===== src/rtl/conv33_pkg.sv =====
// Shared constants for the conv33 window generator and the benches that drive it.
// window_count gives the number of valid (unpadded) 3x3 windows in a frame.
package conv33_pkg;

    localparam int DEF_DATA_WIDTH = 32'sd8;
    localparam int DEF_IMG_W      = 32'sd28;
    localparam int DEF_IMG_H      = 32'sd28;

    function automatic int window_count(input int img_w, input int img_h);
        return (img_w - 32'sd2) * (img_h - 32'sd2);
    endfunction

    localparam int NUM_WINDOWS = window_count(DEF_IMG_W, DEF_IMG_H);

endpackage


===== src/rtl/conv33_line_buf.sv =====
// Single-line delay: a circular RAM whose read happens before the write at the same slot,
// so dout is the sample written DEPTH enables earlier.
module conv33_line_buf #(
    parameter int DATA_WIDTH = 32'sd8,
    parameter int DEPTH      = 32'sd28
) (
    input  logic                  clk,
    input  logic                  rst,
    input  logic                  en,
    input  logic [DATA_WIDTH-1:0] din,
    output logic [DATA_WIDTH-1:0] dout
);

    localparam int PW = (DEPTH > 32'sd1) ? $clog2(DEPTH) : 32'sd1;
    localparam logic [PW-1:0] PTR_LAST = PW'(DEPTH - 32'sd1);
    localparam logic [PW-1:0] PTR_ZERO = PW'(1'b0);
    localparam logic [PW-1:0] PTR_ONE  = PW'(1'b1);

    logic [DATA_WIDTH-1:0] mem_r [DEPTH];
    logic [PW-1:0]         ptr_r;

    // Oldest sample sits at the slot about to be overwritten.
    always_comb begin
        dout = mem_r[ptr_r];
    end

    // Sample storage; contents are don't-care after reset.
    always_ff @(posedge clk) begin
        if (en) begin
            mem_r[ptr_r] <= din;
        end
    end

    // Wrapping write/read pointer.
    always_ff @(posedge clk) begin
        if (rst) begin
            ptr_r <= PTR_ZERO;
        end else if (en) begin
            if (ptr_r == PTR_LAST) begin
                ptr_r <= PTR_ZERO;
            end else begin
                ptr_r <= ptr_r + PTR_ONE;
            end
        end
    end

endmodule


===== src/rtl/conv33_window.sv =====
// Streaming 3x3 sliding-window generator: two chained line delays feed a 3x3 tap array,
// and conv33_en flags only windows lying fully inside the current frame.
module conv33_window
    import conv33_pkg::*;
#(
    parameter int DATA_WIDTH = DEF_DATA_WIDTH,
    parameter int IMG_W      = DEF_IMG_W,
    parameter int IMG_H      = DEF_IMG_H
) (
    input  logic                         clk,
    input  logic                         rst,
    input  logic signed [DATA_WIDTH-1:0] pix_in,
    input  logic                         pix_valid,
    output logic signed [DATA_WIDTH-1:0] data_0_0,
    output logic signed [DATA_WIDTH-1:0] data_0_1,
    output logic signed [DATA_WIDTH-1:0] data_0_2,
    output logic signed [DATA_WIDTH-1:0] data_1_0,
    output logic signed [DATA_WIDTH-1:0] data_1_1,
    output logic signed [DATA_WIDTH-1:0] data_1_2,
    output logic signed [DATA_WIDTH-1:0] data_2_0,
    output logic signed [DATA_WIDTH-1:0] data_2_1,
    output logic signed [DATA_WIDTH-1:0] data_2_2,
    output logic                         conv33_en,
    output logic                         frame_done
);

    localparam int CW = $clog2(IMG_W);
    localparam int RW = $clog2(IMG_H);
    localparam logic [CW-1:0] COL_LAST = CW'(IMG_W - 32'sd1);
    localparam logic [RW-1:0] ROW_LAST = RW'(IMG_H - 32'sd1);
    localparam logic [CW-1:0] COL_TWO  = CW'(2'd2);
    localparam logic [RW-1:0] ROW_TWO  = RW'(2'd2);
    localparam logic [CW-1:0] COL_ONE  = CW'(1'b1);
    localparam logic [RW-1:0] ROW_ONE  = RW'(1'b1);
    localparam logic [CW-1:0] COL_ZERO = CW'(1'b0);
    localparam logic [RW-1:0] ROW_ZERO = RW'(1'b0);
    localparam logic signed [DATA_WIDTH-1:0] PIX_ZERO = DATA_WIDTH'(1'b0);

    logic [CW-1:0]                col_cnt_r;
    logic [RW-1:0]                row_cnt_r;
    logic [DATA_WIDTH-1:0]        lb1_out_s;
    logic [DATA_WIDTH-1:0]        lb2_out_s;
    logic signed [DATA_WIDTH-1:0] tap_r [3][3];
    logic                         conv33_en_r;
    logic                         frame_done_r;
    logic                         col_last_s;
    logic                         row_last_s;
    logic                         win_ok_s;
    logic                         frame_end_s;

    conv33_line_buf #(
        .DATA_WIDTH (DATA_WIDTH),
        .DEPTH      (IMG_W)
    ) u_lb1 (
        .clk  (clk),
        .rst  (rst),
        .en   (pix_valid),
        .din  (pix_in),
        .dout (lb1_out_s)
    );

    conv33_line_buf #(
        .DATA_WIDTH (DATA_WIDTH),
        .DEPTH      (IMG_W)
    ) u_lb2 (
        .clk  (clk),
        .rst  (rst),
        .en   (pix_valid),
        .din  (lb1_out_s),
        .dout (lb2_out_s)
    );

    // Position decode for the pixel currently on pix_in.
    always_comb begin
        col_last_s  = (col_cnt_r == COL_LAST);
        row_last_s  = (row_cnt_r == ROW_LAST);
        win_ok_s    = (col_cnt_r >= COL_TWO) && (row_cnt_r >= ROW_TWO);
        frame_end_s = col_last_s && row_last_s;
    end

    // Raster position counters; wrap at end of frame with no idle cycle.
    always_ff @(posedge clk) begin
        if (rst) begin
            col_cnt_r <= COL_ZERO;
            row_cnt_r <= ROW_ZERO;
        end else if (pix_valid) begin
            if (col_last_s) begin
                col_cnt_r <= COL_ZERO;
                if (row_last_s) begin
                    row_cnt_r <= ROW_ZERO;
                end else begin
                    row_cnt_r <= row_cnt_r + ROW_ONE;
                end
            end else begin
                col_cnt_r <= col_cnt_r + COL_ONE;
            end
        end
    end

    // Tap array: columns shift left, new column enters from the line delays and pix_in.
    always_ff @(posedge clk) begin
        if (rst) begin
            for (int r = 0; r < 3; r++) begin
                for (int c = 0; c < 3; c++) begin
                    tap_r[r][c] <= PIX_ZERO;
                end
            end
        end else if (pix_valid) begin
            for (int r = 0; r < 3; r++) begin
                tap_r[r][0] <= tap_r[r][1];
                tap_r[r][1] <= tap_r[r][2];
            end
            tap_r[0][2] <= lb2_out_s;
            tap_r[1][2] <= lb1_out_s;
            tap_r[2][2] <= pix_in;
        end
    end

    // Window qualifiers; only a fully in-frame window is flagged.
    always_ff @(posedge clk) begin
        if (rst) begin
            conv33_en_r  <= 1'b0;
            frame_done_r <= 1'b0;
        end else begin
            conv33_en_r  <= pix_valid && win_ok_s;
            frame_done_r <= pix_valid && win_ok_s && frame_end_s;
        end
    end

    assign data_0_0   = tap_r[0][0];
    assign data_0_1   = tap_r[0][1];
    assign data_0_2   = tap_r[0][2];
    assign data_1_0   = tap_r[1][0];
    assign data_1_1   = tap_r[1][1];
    assign data_1_2   = tap_r[1][2];
    assign data_2_0   = tap_r[2][0];
    assign data_2_1   = tap_r[2][1];
    assign data_2_2   = tap_r[2][2];
    assign conv33_en  = conv33_en_r;
    assign frame_done = frame_done_r;

endmodule


===== config.mk =====
export PLATFORM = sky130hd
export DESIGN_NAME = conv33_window
export DESIGN_NICKNAME = d
export VERILOG_FILES = /design/src/rtl/conv33_pkg.sv /design/src/rtl/conv33_line_buf.sv /design/src/rtl/conv33_window.sv
export SDC_FILE = /design/constraint.sdc
export NUM_CORES = 1
export LEC_CHECK = 0
export ABC_CLOCK_PERIOD_IN_PS = 2900
export CAP_MARGIN = 20
export CORE_MARGIN = 1.5
export CORE_UTILIZATION = 35
export DETAILED_ROUTE_END_ITERATION = 16
export HOLD_SLACK_MARGIN = 0.08
export SLEW_MARGIN = 20
export SYNTH_ARGS = -nofsm -noshare
export SYNTH_HDL_FRONTEND = slang
export SYNTH_SLANG_ARGS = --single-unit

===== constraint.sdc =====
create_clock -name clk -period 2.9 [get_ports clk]
set_input_delay 0.29 -clock clk [delete_from_list [all_inputs] [get_ports clk]]
set_output_delay 0.29 -clock clk [all_outputs]
set_load 0.1 [all_outputs]

==> flow_summary.ini <==
[power]
swShare_pct = 23.7
switchingPower_w = 0.00427
peakVddDrop_mv = 0.474
p_total_w = 0.0180
internal-power_w = 0.0138
power_density_mw_per_mm2 = 701
leakage_nw = 8.49
clkPwrFrac_pct = 41.5
combPwrFrac_pct = 8.4
p_seq_share_pct = 50.1

[run]
drv_cap = 0

[timing]
finalSetupViolCount = 0
timing.final.crit_share_pct = 86.5
slew_headroom_pct = 25.8
hold_slack_ps = 215
hold_viol_final = 0
finalSetupTns_ps = 0
worst_slew_pin_slew_ps = 1110
period_needed_ps = 2510
rsz0062_at_grt = false
max_freq_mhz = 399
skew_ps = 32.8
slew_violations = 0

[setup_path]
critPathLaunchType = flip-flop
critPathRequiredTime_ps = 3230
rr_worst_depth = 6
endpoint = u_lb2.mem_r[19][5]
crit_fanout = 28
reg2reg_to = u_lb2.mem_r[19][5]
path_class = reg -> reg
cpPeakStageDelay_ps = 560
slowest_stage = dfxtp_2
cp-end-kind = flip-flop
crit_arrival_ps = 2830
crit_chain = buf_4 -> mux4_2 -> mux2_4 -> o211ai_2 -> nand3_1 -> buf_4
cpMostUsedCell = buf_4
ff2ff_setup_slack_ps = 390

[floorplan]
die-area_mm2 = 0.0637
fp.dieH_um = 252
io-pin-count = 85
row_count = 91
start_util_pct = 35.3
core_area_mm2 = 0.0616
die_x_um = 252

[route]
drt-initial-drc-count = 1167
drc = 0
routed_wirelength_um = 49600
ant_nets = 0
drt-vias-per-instance = 5.03
routedWlPerCell_um = 22.2
drt-pass1-iter-count = 5
num_vias = 11200

[grt]
grt_pass1_vias = 11100
grt-ovfl-total = 0
grt_max_degree = 46
grtUsageTotal_pct = 15.6
antenna_found_initial = 1
grt_first_pass_wirelength_um = 73200

[clock_tree]
root_buffer = clkbuf_16
worstSkewPairLatency_ps = 620
clock_sinks = 552
ctsResizeCount = 0
cts_setup_buffers = 0
tritoncts = done
h-tree-depth = 2
postCtsHoldBufs = 0
cts.clk_slew.worst_paths_ps = 60
clk_path_buf_depth = 3
cts_buffers = 57

[status]
status = complete, no violations

[final_layout]
num-fill-cells = 5415
final_common_cell = edfxtp_1
final_net_count = 1371
fin_cells = 2234
drive_gt1_share_pct = 24.0
post-route-util_pct = 41.8
areaGrowthSynthToFinish_pct = 18.2
seq_area_mm2 = 0.0163
antenna_cells = 0
multi_input_comb_area_mm2 = 0.00515
layout_common_cells = edfxtp_1, buf_4, mux2i_1, and2_1, mux4_2

[placed_design]
portBuffers = 84
dpl.cell_count = 2126
globalplace.congestion = 0.833
hpwl_um = 32000

[synth]
netlist_instances = 1188
synth-seq-cells = 552
synth_ff_type = edfxtp_1
yosysSeqAreaShare_pct = 74.7
synth_edf_count = 520
syn_avg_cell_area_um2 = 18.3
syn_nets = 1211
synth_cell_type_count = 54
synth_area_mm2 = 0.0218
ys_warn_count = 0
async_flop_share_pct = 0

[hold_path]
hp-class = in -> reg
hold_start = pix_in[5]
## power by group through the flow
| stage | clock (W) | combinational (W) | sequential (W) |
|---|---|---|---|
| floorplan | 0 | 0.000562 | 0.00968 |
| global placement | 0 | 0.00150 | 0.00921 |
| detailed placement | 0 | 0.00152 | 0.00921 |
| CTS | 0.00762 | 0.00152 | 0.00904 |
| global route | 0.00793 | 0.00159 | 0.00905 |
| finish | 0.00748 | 0.00151 | 0.00904 |
## cell type report
class	count	area share, %
clock inverters	41	1.70
inverters	8	0.117
multi-input cells	566	20.0
repair buffers	163	5.13
flip-flops and latches	552	63.2
well taps	837	4.07
clock buffers	67	5.77
## cell usage after synthesis, drive strengths merged, types with 18 or more instances
master,count,area share (%)
a21oi,28,0.64
a22oi,18,0.62
and2,92,2.7
buf,37,1.3
clkbuf,25,0.43
dfxtp,32,2.9
edfxtp,520,72
mux2i,97,4.5
mux4,73,7.6
nand2,37,0.64
nand3,26,0.60
nor2,49,0.84
## flip-flops by register name (all words and copies together), names as in the netlist, named ones only
name,flops
row_cnt_r,5
conv33_en,1
col_cnt_r,5
frame_done,1
u_lb2.mem_r,224
u_lb1.mem_r,224
u_lb2.ptr_r,5
u_lb1.ptr_r,5
tap_r,72
## cell families after synthesis
logic type / count (synthesis) / share of synthesized area (%)
xor gates and xnor gates: 3 / 0.121
and+or+nand+nor: 272 / 6.79
DFF: 552 / 74.7
AOI/OAI and AO/OA: 101 / 3.30
buffers and inverters: 70 / 1.86
adders and majority gates: 12 / 0.690
muxes: 178 / 12.6
## worst max-delay path, delay by kind of cell, from the launching register on
family / cells / cell delay (ps)
mux: 2 / 810
flops: 1 / 560
buf+inv: 2 / 540
compound gates: 1 / 170
simple gates: 1 / 140
## per-stage QoR
step | setup WS, ps | area [um2]
6_report | 393 | 25700
5_1_grt | 181 | 25700
4_1_cts | 348 | 25700
3_5_place_dp | 355 | 23800
3_3_place_gp | 375 | 23800
2_1_floorplan | 20.6 | 21800
## worst min path at each step
stage / end / slack, ps / cells past startpoint
after floorplan: u_lb1.mem_r[0][0] / 390 / 0
after global placement: col_cnt_r[4] / 460 / 2
after detailed placement: col_cnt_r[4] / 480 / 2
after CTS: conv33_en / 480 / 3
after global routing: u_lb1.mem_r[18][5] / 220 / 1
final: u_lb1.mem_r[18][5] / 210 / 1
## routing by layer
| metal | vias to the layer above | wire length, um | global-route usage (%) |
|---|---|---|---|
| met2 | 322 | 22200 | 23.5 |
| met4 | 0 | 932 | 4.00 |
| met5 | - | 0 | 0 |
| met3 | 63 | 3050 | 3.00 |
| met1 | 5834 | 23400 | 23.2 |
| li1 | 5013 | - | - |
Note: power is estimated with default switching activity, not from simulation.
